**src/rtl/vram_write_queue.sv**
```systemverilog
// vram_write_queue
//
// Holds CPU writes aimed at the graphics register space in an in-order FIFO.
// The queued writes are replayed to the address decoder only while the gate
// is open, which is vertical blank by default. This keeps the tile, sprite,
// palette and OAM memories from changing in the middle of a frame.
//
// Ports
//   clk              system clock
//   reset_n          asynchronous active-low reset
//   s_chipselect     Avalon slave select
//   s_write          Avalon write strobe
//   s_address        Avalon word address          [ADDR_W]
//   s_writedata      Avalon write data            [DATA_W]
//   s_waitrequest    stalls the CPU while the FIFO is full
//   vblank           vertical blank, from the VGA timing block
//   out_chip_select  decoder chip_select (registered)
//   out_write        decoder write (registered)
//   out_addr         decoder addr, zero when idle [ADDR_W]
//   out_write_data   decoder write_data, zero when idle [DATA_W]
//   fill_level       number of queued entries     [$clog2(DEPTH)+1]
//   drain_active     high while the FSM is in DRAIN
//
// FSM states
//   state | meaning
//   IDLE  | holding entries, or empty; nothing is popped
//   DRAIN | gate open; one entry is popped per cycle while the queue is non-empty

`timescale 1ns/1ps

module vram_write_queue #(
    parameter int DEPTH       = 16,
    parameter int ADDR_W      = 12,
    parameter int DATA_W      = 32,
    parameter int GATE_VBLANK = 1
) (
    input  logic                       clk,
    input  logic                       reset_n,
    input  logic                       s_chipselect,
    input  logic                       s_write,
    input  logic [ADDR_W-1:0]          s_address,
    input  logic [DATA_W-1:0]          s_writedata,
    output logic                       s_waitrequest,
    input  logic                       vblank,
    output logic                       out_chip_select,
    output logic                       out_write,
    output logic [ADDR_W-1:0]          out_addr,
    output logic [DATA_W-1:0]          out_write_data,
    output logic [$clog2(DEPTH):0]     fill_level,
    output logic                       drain_active
);

    localparam int PTR_W = $clog2(DEPTH);
    localparam int CNT_W = PTR_W + 1;

    typedef enum logic [0:0] {
        IDLE  = 1'b0,
        DRAIN = 1'b1
    } state_t;

    state_t                     state, state_next;
    logic [ADDR_W+DATA_W-1:0]   mem [DEPTH];
    logic [PTR_W-1:0]           wr_ptr, rd_ptr;
    logic [CNT_W-1:0]           count;
    logic                       gate_open;
    logic                       push, pop;

    // The full flag comes from the registered count, so a pop in the same
    // cycle does not open a slot until the following cycle.
    assign s_waitrequest = (count == CNT_W'(DEPTH));
    assign gate_open     = (GATE_VBLANK != 0) ? vblank : 1'b1;
    assign push          = s_chipselect & s_write & ~s_waitrequest;
    assign pop           = (state == DRAIN) & (count != '0) & gate_open;

    assign fill_level    = count;
    assign drain_active  = (state == DRAIN);

    always_ff @(posedge clk or negedge reset_n) begin
        if (!reset_n) begin
            state <= IDLE;
        end else begin
            state <= state_next;
        end
    end

    always_comb begin
        state_next = state;
        case (state)
            IDLE: begin
                if ((count != '0) && gate_open) begin
                    state_next = DRAIN;
                end
            end
            DRAIN: begin
                if (!gate_open) begin
                    state_next = IDLE;
                end else if ((count == CNT_W'(1)) && pop && !push) begin
                    state_next = IDLE;
                end
            end
            default: state_next = IDLE;
        endcase
    end

    // Pointers wrap for free because DEPTH is a power of two.
    always_ff @(posedge clk or negedge reset_n) begin
        if (!reset_n) begin
            wr_ptr <= '0;
            rd_ptr <= '0;
            count  <= '0;
        end else begin
            if (push) begin
                wr_ptr <= wr_ptr + PTR_W'(1);
            end
            if (pop) begin
                rd_ptr <= rd_ptr + PTR_W'(1);
            end
            case ({push, pop})
                2'b10:   count <= count + CNT_W'(1);
                2'b01:   count <= count - CNT_W'(1);
                default: count <= count;
            endcase
        end
    end

    // The storage needs no reset. After a reset the pointers and count are
    // cleared, so stale contents can never be read out.
    always_ff @(posedge clk) begin
        if (push) begin
            mem[wr_ptr] <= {s_address, s_writedata};
        end
    end

    always_ff @(posedge clk or negedge reset_n) begin
        if (!reset_n) begin
            out_chip_select <= 1'b0;
            out_write       <= 1'b0;
            out_addr        <= '0;
            out_write_data  <= '0;
        end else begin
            out_chip_select <= pop;
            out_write       <= pop;
            if (pop) begin
                {out_addr, out_write_data} <= mem[rd_ptr];
            end else begin
                out_addr       <= '0;
                out_write_data <= '0;
            end
        end
    end

endmodule

```
**config.mk**
```make
export PLATFORM = sky130hd
export DESIGN_NAME = vram_write_queue
export DESIGN_NICKNAME = d
export VERILOG_FILES = /design/src/rtl/vram_write_queue.sv
export SDC_FILE = /design/constraint.sdc
export NUM_CORES = 1
export LEC_CHECK = 0
export BUFFER_PORTS_ARGS = -buffer_cell sky130_fd_sc_hd__buf_2
export CAP_MARGIN = 20
export CORE_MARGIN = 2
export CORE_UTILIZATION = 61
export DETAILED_ROUTE_END_ITERATION = 16
export PLACE_DENSITY = 0.79
export SLEW_MARGIN = 25
export SYNTH_ARGS = -nofsm -noshare
export SYNTH_HDL_FRONTEND = slang
export SYNTH_SLANG_ARGS = --single-unit
```
**constraint.sdc**
```tcl
create_clock -name clk -period 5.8 [get_ports clk]
set_input_delay 0.29 -clock clk [delete_from_list [all_inputs] [get_ports clk]]
set_output_delay 0.29 -clock clk [all_outputs]
set_load 0.01 [all_outputs]
```
==> flow_metrics.tcl, run 1 <==
set metrics [dict create \
    max_cap_viol_count 0 \
    globalplace.congestion 0.777 \
    clk_pin_slew_ps 60 \
    clockBufferDepth 3 \
    grt_use_total_pct 27.4 \
    start_kind "register" \
    skew_ps 32.8 \
    leakage_nw 10.7 \
    grt_max_degree 88 \
    ant_nets 0 \
    min_period_ps 3370 \
    finalWirelength_mm 65.6 \
    status "completed" \
    overflow 0 \
    synth_cells 1266 \
    hold_start "vblank" \
    hold_viol_final 0 \
    fin_nets 1459 \
    rsz0062_at_grt "false" \
    cp_max_fo 36 \
    max_freq_mhz 297 \
    worstPathArrival_ps 3590 \
    place_ws_ps 2270 \
    hold_path_class "input port to register" \
    ys_types 35 \
    r2r-start "fill_level[0]" \
    coreArea_mm2 0.0466 \
    die_h_um 221 \
    path_class "register to register" \
    insertion_delay_ps 610 \
    ys.warnings.count 0 \
    min_period_over_period_pct 58.1 \
    cts_buffers 74 \
    grt_pass1_wl_mm 97.2 \
    wl_per_cell_um 31.7 \
    peakVddDrop_uv 340 \
    layout_commonest_cell "edfxtp_1" \
    clk_root_buffer_cell "clkbuf_16" \
    setup_viol 0 \
    io_buffers 101 \
    slew_viol_final 0 \
    synth.net_count 1325 \
    endpoint_kind "register" \
    vias 14000 \
    firstDrtPassIters 5 \
    fin_setup_tns_ps 0 \
    area_growth_pct 12.8 \
    drt_iter0_drc 1992 \
    synth_area_mm2 0.0288 \
    ctsHtreeMaxLevel 3 \
    ios 102 \
    final.setup.worst_slack_ps 2430 \
    dieArea_mm2 0.0489 \
    startpoint "fill_level[0]" \
    ys_seq_area_share_pct 78.6 \
    drcViolationCount 0 \
    place_hpwl_mm 34.1 \
    layout_common_cells "edfxtp_1, mux4_2, buf_2, nand3_1, clkbuf_16" \
    post_cts_resized 0 \
    relSlewSlack_pct 31.4 \
    power.density_mw_per_mm2 463 \
    worst_pin_slew_ps 1030 \
    avgViaCountPerCell 6.76 \
    avgSynthCellArea_um2 22.7 \
    clkSinkCount 763 \
    drive_gt1_share_pct 30.0 \
    synth-seq-cells 763 \
    initial_core_util_pct 61.8 \
    synth_ff_type "edfxtp_1" \
    rows 79 \
    die_x_um 221 \
    antenna_found_initial 7 \
    cts_tree "built" \
    grt_pass1_vias 14500 \
    async_flop_share_pct 7.73 \
    synth-edff-count 704 \
    required_ps 6020 \
]
## kinds of logic after synthesis
family / after synthesis / share of synthesized area [%]
fa+ha+maj: 10 / 0.435
simple gates: 132 / 2.49
buf+inv: 78 / 1.50
mux: 223 / 15.4
flops: 763 / 78.6
xor+xnor: 11 / 0.335
compound gates: 49 / 1.26
## worst paths after layout
kind | endpoint | slack [ps] | cells after the start
max in group asynchronous | rd_ptr[0] | 4960 | 2
setup / recovery | mem[3][26] | 2430 | 6
hold / removal | drain_active | 40 | 2
setup reg to reg | mem[3][26] | 2430 | 6
min in group asynchronous | out_write_data[28] | 290 | 2
hold reg to reg | fill_level[4] | 570 | 1
## cell type report
class,instances,area (um2)
Sequential cell,763,22600
Clock inverter,35,383
Timing Repair Buffer,130,769
Antenna cell,3,7.51
Tap cell,607,759
Fill cell,2616,14100
Multi-Input combinational cell,425,5880
Clock buffer,98,2010
Inverter,6,22.5
## report_power, final
group	switching [W]	leakage (nW)	internal, W
Clock	0.00200	1.19	0.00281
Sequential	0.000332	7.11	0.00644
Combinational	0.00189	2.39	0.00157
## layer usage
layer  wire, um  track usage [%]  part of all wire (%)
met3       6640             5.72                    10
met2      32500             43.2                    50
met1      24400             38.8                    37
met5         37                0                 0.056
met4       1960             10.1                   3.0
## state kept, by name (all words and copies together) (netlist names)
name,count
mem,704
out_write,1
fill_level,5
drain_active,1
wr_ptr,4
out_write_data,32
out_addr,12
rd_ptr,4
## stage by stage
stage               cells  hold slack (ps)  instance area (um2)  utilization (%)  power, W
floorplan            1266            -5.59                28800                -   0.00923
detailed placement   1929              505                30000             64.5    0.0103
CTS                  2063             15.0                32400             69.6    0.0151
finish               2067             39.5                32500             69.7    0.0150
global placement     1929              501                30000             64.5    0.0102
global route         2067             37.2                32500             69.7    0.0155
## cells in the mapped netlist (2+ instances only)
cell,count,area [um2]
edfxtp_1,704,21100
mux4_2,176,3960
nand3_1,88,440
dfrtp_1,59,1480
mux2i_1,45,450
o211ai_1,44,330
buf_2,32,160
clkbuf_1,24,90.1
nor2_1,13,48.8
buf_6,12,135
ha_1,10,125
nand4_1,7,43.8
xnor2_1,7,61.3
inv_1,6,22.5
nor3_1,4,20.0
xor2_1,4,35.0
and3_1,3,18.8
nand2_1,3,11.3
nor2b_1,3,18.8
a21oi_1,2,10.0
buf_1,2,7.51
buf_4,2,15.0
nand2b_1,2,12.5
nand4b_1,2,17.5
nand4bb_1,2,22.5
## worst max-delay path, cell delays in order, from the launching register on
cell and delay (ps):
dfrtp_1 460, inv_1 90, ha_1 240, nand4bb_1 300, nand4_1 450, nor3_2 790, buf_4 630
## repair_timing
action                                 4_1_cts  5_1_grt
buffers inserted                             0        0
endpoints found under the hold margin       59        0
setup endpoints to repair                    0        0
hold buffers                                 1        0
Note: power is estimated with default switching activity, not from simulation.
==> run 2, diff against run 1 <==
- CORE_UTILIZATION: 61 -> 55
- PLACE_DENSITY: 0.79 -> 0.75
- clock period: 5.8 -> 3.05 ns (I/O delays scaled with it)
==> flow_metrics.tcl, run 2 (same netlist as run 1, synthesis figures left out) <==
set metrics [dict create \
    status "completed" \
    finalWirelength_mm 59.3 \
    fin_util_pct 65.2 \
    dpl.cell_count 2020 \
    crit_chain "inv_1 > ha_1 > or4b_4 > and3_1 > ha_1 > or4b_2 > a21oi_1 > xor2_1" \
    firstDrtPassIters 5 \
    grt_pass1_vias 14500 \
    fin_setup_tns_ps 0 \
    antennaDiodeCount 0 \
    slew_viol_final 0 \
    cp_slowest_stage_delay_ps 610 \
    drive_gt1_share_pct 29.9 \
    gr-usage-met2_pct 37.9 \
    endpoint_kind "register" \
    antenna_found_initial 3 \
    worstPathArrival_ps 3180 \
    skew_ps 25.8 \
    fillCellCount 3311 \
    hold_viol_final 0 \
    min_period_ps 2660 \
    leakage_nw 11.1 \
    max_cap_viol_count 0 \
    drcViolationCount 0 \
    drt_iter0_drc 1518 \
    initial_core_util_pct 55.9 \
    ctsHtreeMaxLevel 3 \
    overflow 0 \
    vias 13600 \
    finalPower_w 0.0289 \
    use_met3_pct 4.79 \
    grt_max_degree 91 \
    dieArea_mm2 0.0542 \
    clk_root_buffer_cell "clkbuf_16" \
    placed_cell_area_mm2 0.0306 \
    top_register "mem" \
    io_buffers 101 \
    min_period_over_period_pct 87.3 \
    wl_per_cell_um 26.9 \
    setup_viol 0 \
    met1_usage_pct 31.4 \
    instances_no_fill 2204 \
    die_h_um 233 \
    cts_tree "built" \
    ios 102 \
    cts_buffers 75 \
    clk_pin_slew_ps 60 \
    fin_nets 1524 \
    busiest_layer "met2" \
    die_x_um 233 \
    rsz0062_at_grt "false" \
    layout_common_cells "edfxtp_1, mux4_2, buf_2, nand3_1, clkbuf_16" \
    hold_path_class "input port to register" \
    globalplace.congestion 0.762 \
    clockBufferDepth 3 \
    place_hpwl_mm 30.4 \
    clkSinkCount 763 \
    coreArea_mm2 0.0515 \
    rows 83 \
    layout_commonest_cell "edfxtp_1" \
    largestRegisters "mem: 704 flops, out_write_data: 32 flops, out_addr: 12 flops" \
    area_growth_pct 16.6 \
    cp_max_fo 7 \
    cts_setup_buffers 0 \
    avgViaCountPerCell 6.18 \
    relSlewSlack_pct 34.9 \
    grt_use_total_pct 22.9 \
    power.density_mw_per_mm2 860 \
    start_kind "register" \
    cp_common_cell "ha_1" \
    grt_pass1_wl_mm 90.4 \
    max_freq_mhz 376 \
    worst_pin_slew_ps 975 \
    ant_nets 0 \
    largest_reg_flops 704 \
    peakVddDrop_uv 409 \
    required_ps 3570 \
    final_cell_area_mm2 0.0336 \
    insertion_delay_ps 600 \
    path_class "register to register" \
    cp_slowest_cell "or4b_2" \
]
[run 2: routing by layer]
layer | up-vias | wire [um] | share of wire (%)
met3 | 96 | 4250 | 7.2
met2 | 544 | 30000 | 51
li1 | 5735 | - | -
met4 | 6 | 1350 | 2.3
met5 | - | 41 | 0.069
met1 | 7231 | 23700 | 40
[run 2: worst max-delay path: cells and delay by family (launching register included)]
family,cells,cell delay [ps]
flops,1,470
xor+xnor,1,150
simple gates,3,1120
buf+inv,1,100
compound gates,1,200
fa+ha+maj,2,550
[run 2: power breakdown]
group | switching (W) | internal (W) | total (W)
registers | 0.000607 | 0.0122 | 0.0128
logic | 0.00336 | 0.00333 | 0.00669
clock network | 0.00374 | 0.00558 | 0.00932
total | 0.00771 | 0.0212 | 0.0289
[run 2: path summary, 6_finish.rpt]
check | slack (ps) | from | cells after the start | endpoint
worst max-delay path | 390 | fill_level[0] | 8 | fill_level[3]
worst min register to register | 560 | fill_level[4] | 1 | fill_level[4]
min in group asynchronous | 180 | reset_n | 2 | rd_ptr[1]
worst max register to register | 390 | fill_level[0] | 8 | fill_level[3]
worst min-delay path | 40 | s_chipselect | 4 | wr_ptr[0]
max in group asynchronous | 2340 | reset_n | 2 | rd_ptr[2]
[run 2: repair_timing]
item / 4_1_cts / 5_1_grt
resized for setup: 0 / 0
hold buffers: 48 / 0
hold endpoints to repair: 768 / 0
[run 2: final cells by class]
class | count | area (um2) | area share, %
inverters | 6 | 22.5 | 0.0671
flip-flops and latches | 763 | 22600 | 67.4
well taps | 680 | 851 | 2.53
repair buffers | 194 | 1690 | 5.04
multi-input cells | 425 | 5890 | 17.6
clock buffers | 106 | 2110 | 6.27
clock inverters | 30 | 379 | 1.13
[run 2: stage by stage]
step / hold slack [ps] / setup WS, ps
3_3_place_gp: 365 / 482
2_1_floorplan: -143 / -533
3_5_place_dp: 369 / 420
5_1_grt: 56.4 / 212
6_report: 44.8 / 388
4_1_cts: 17.3 / 412
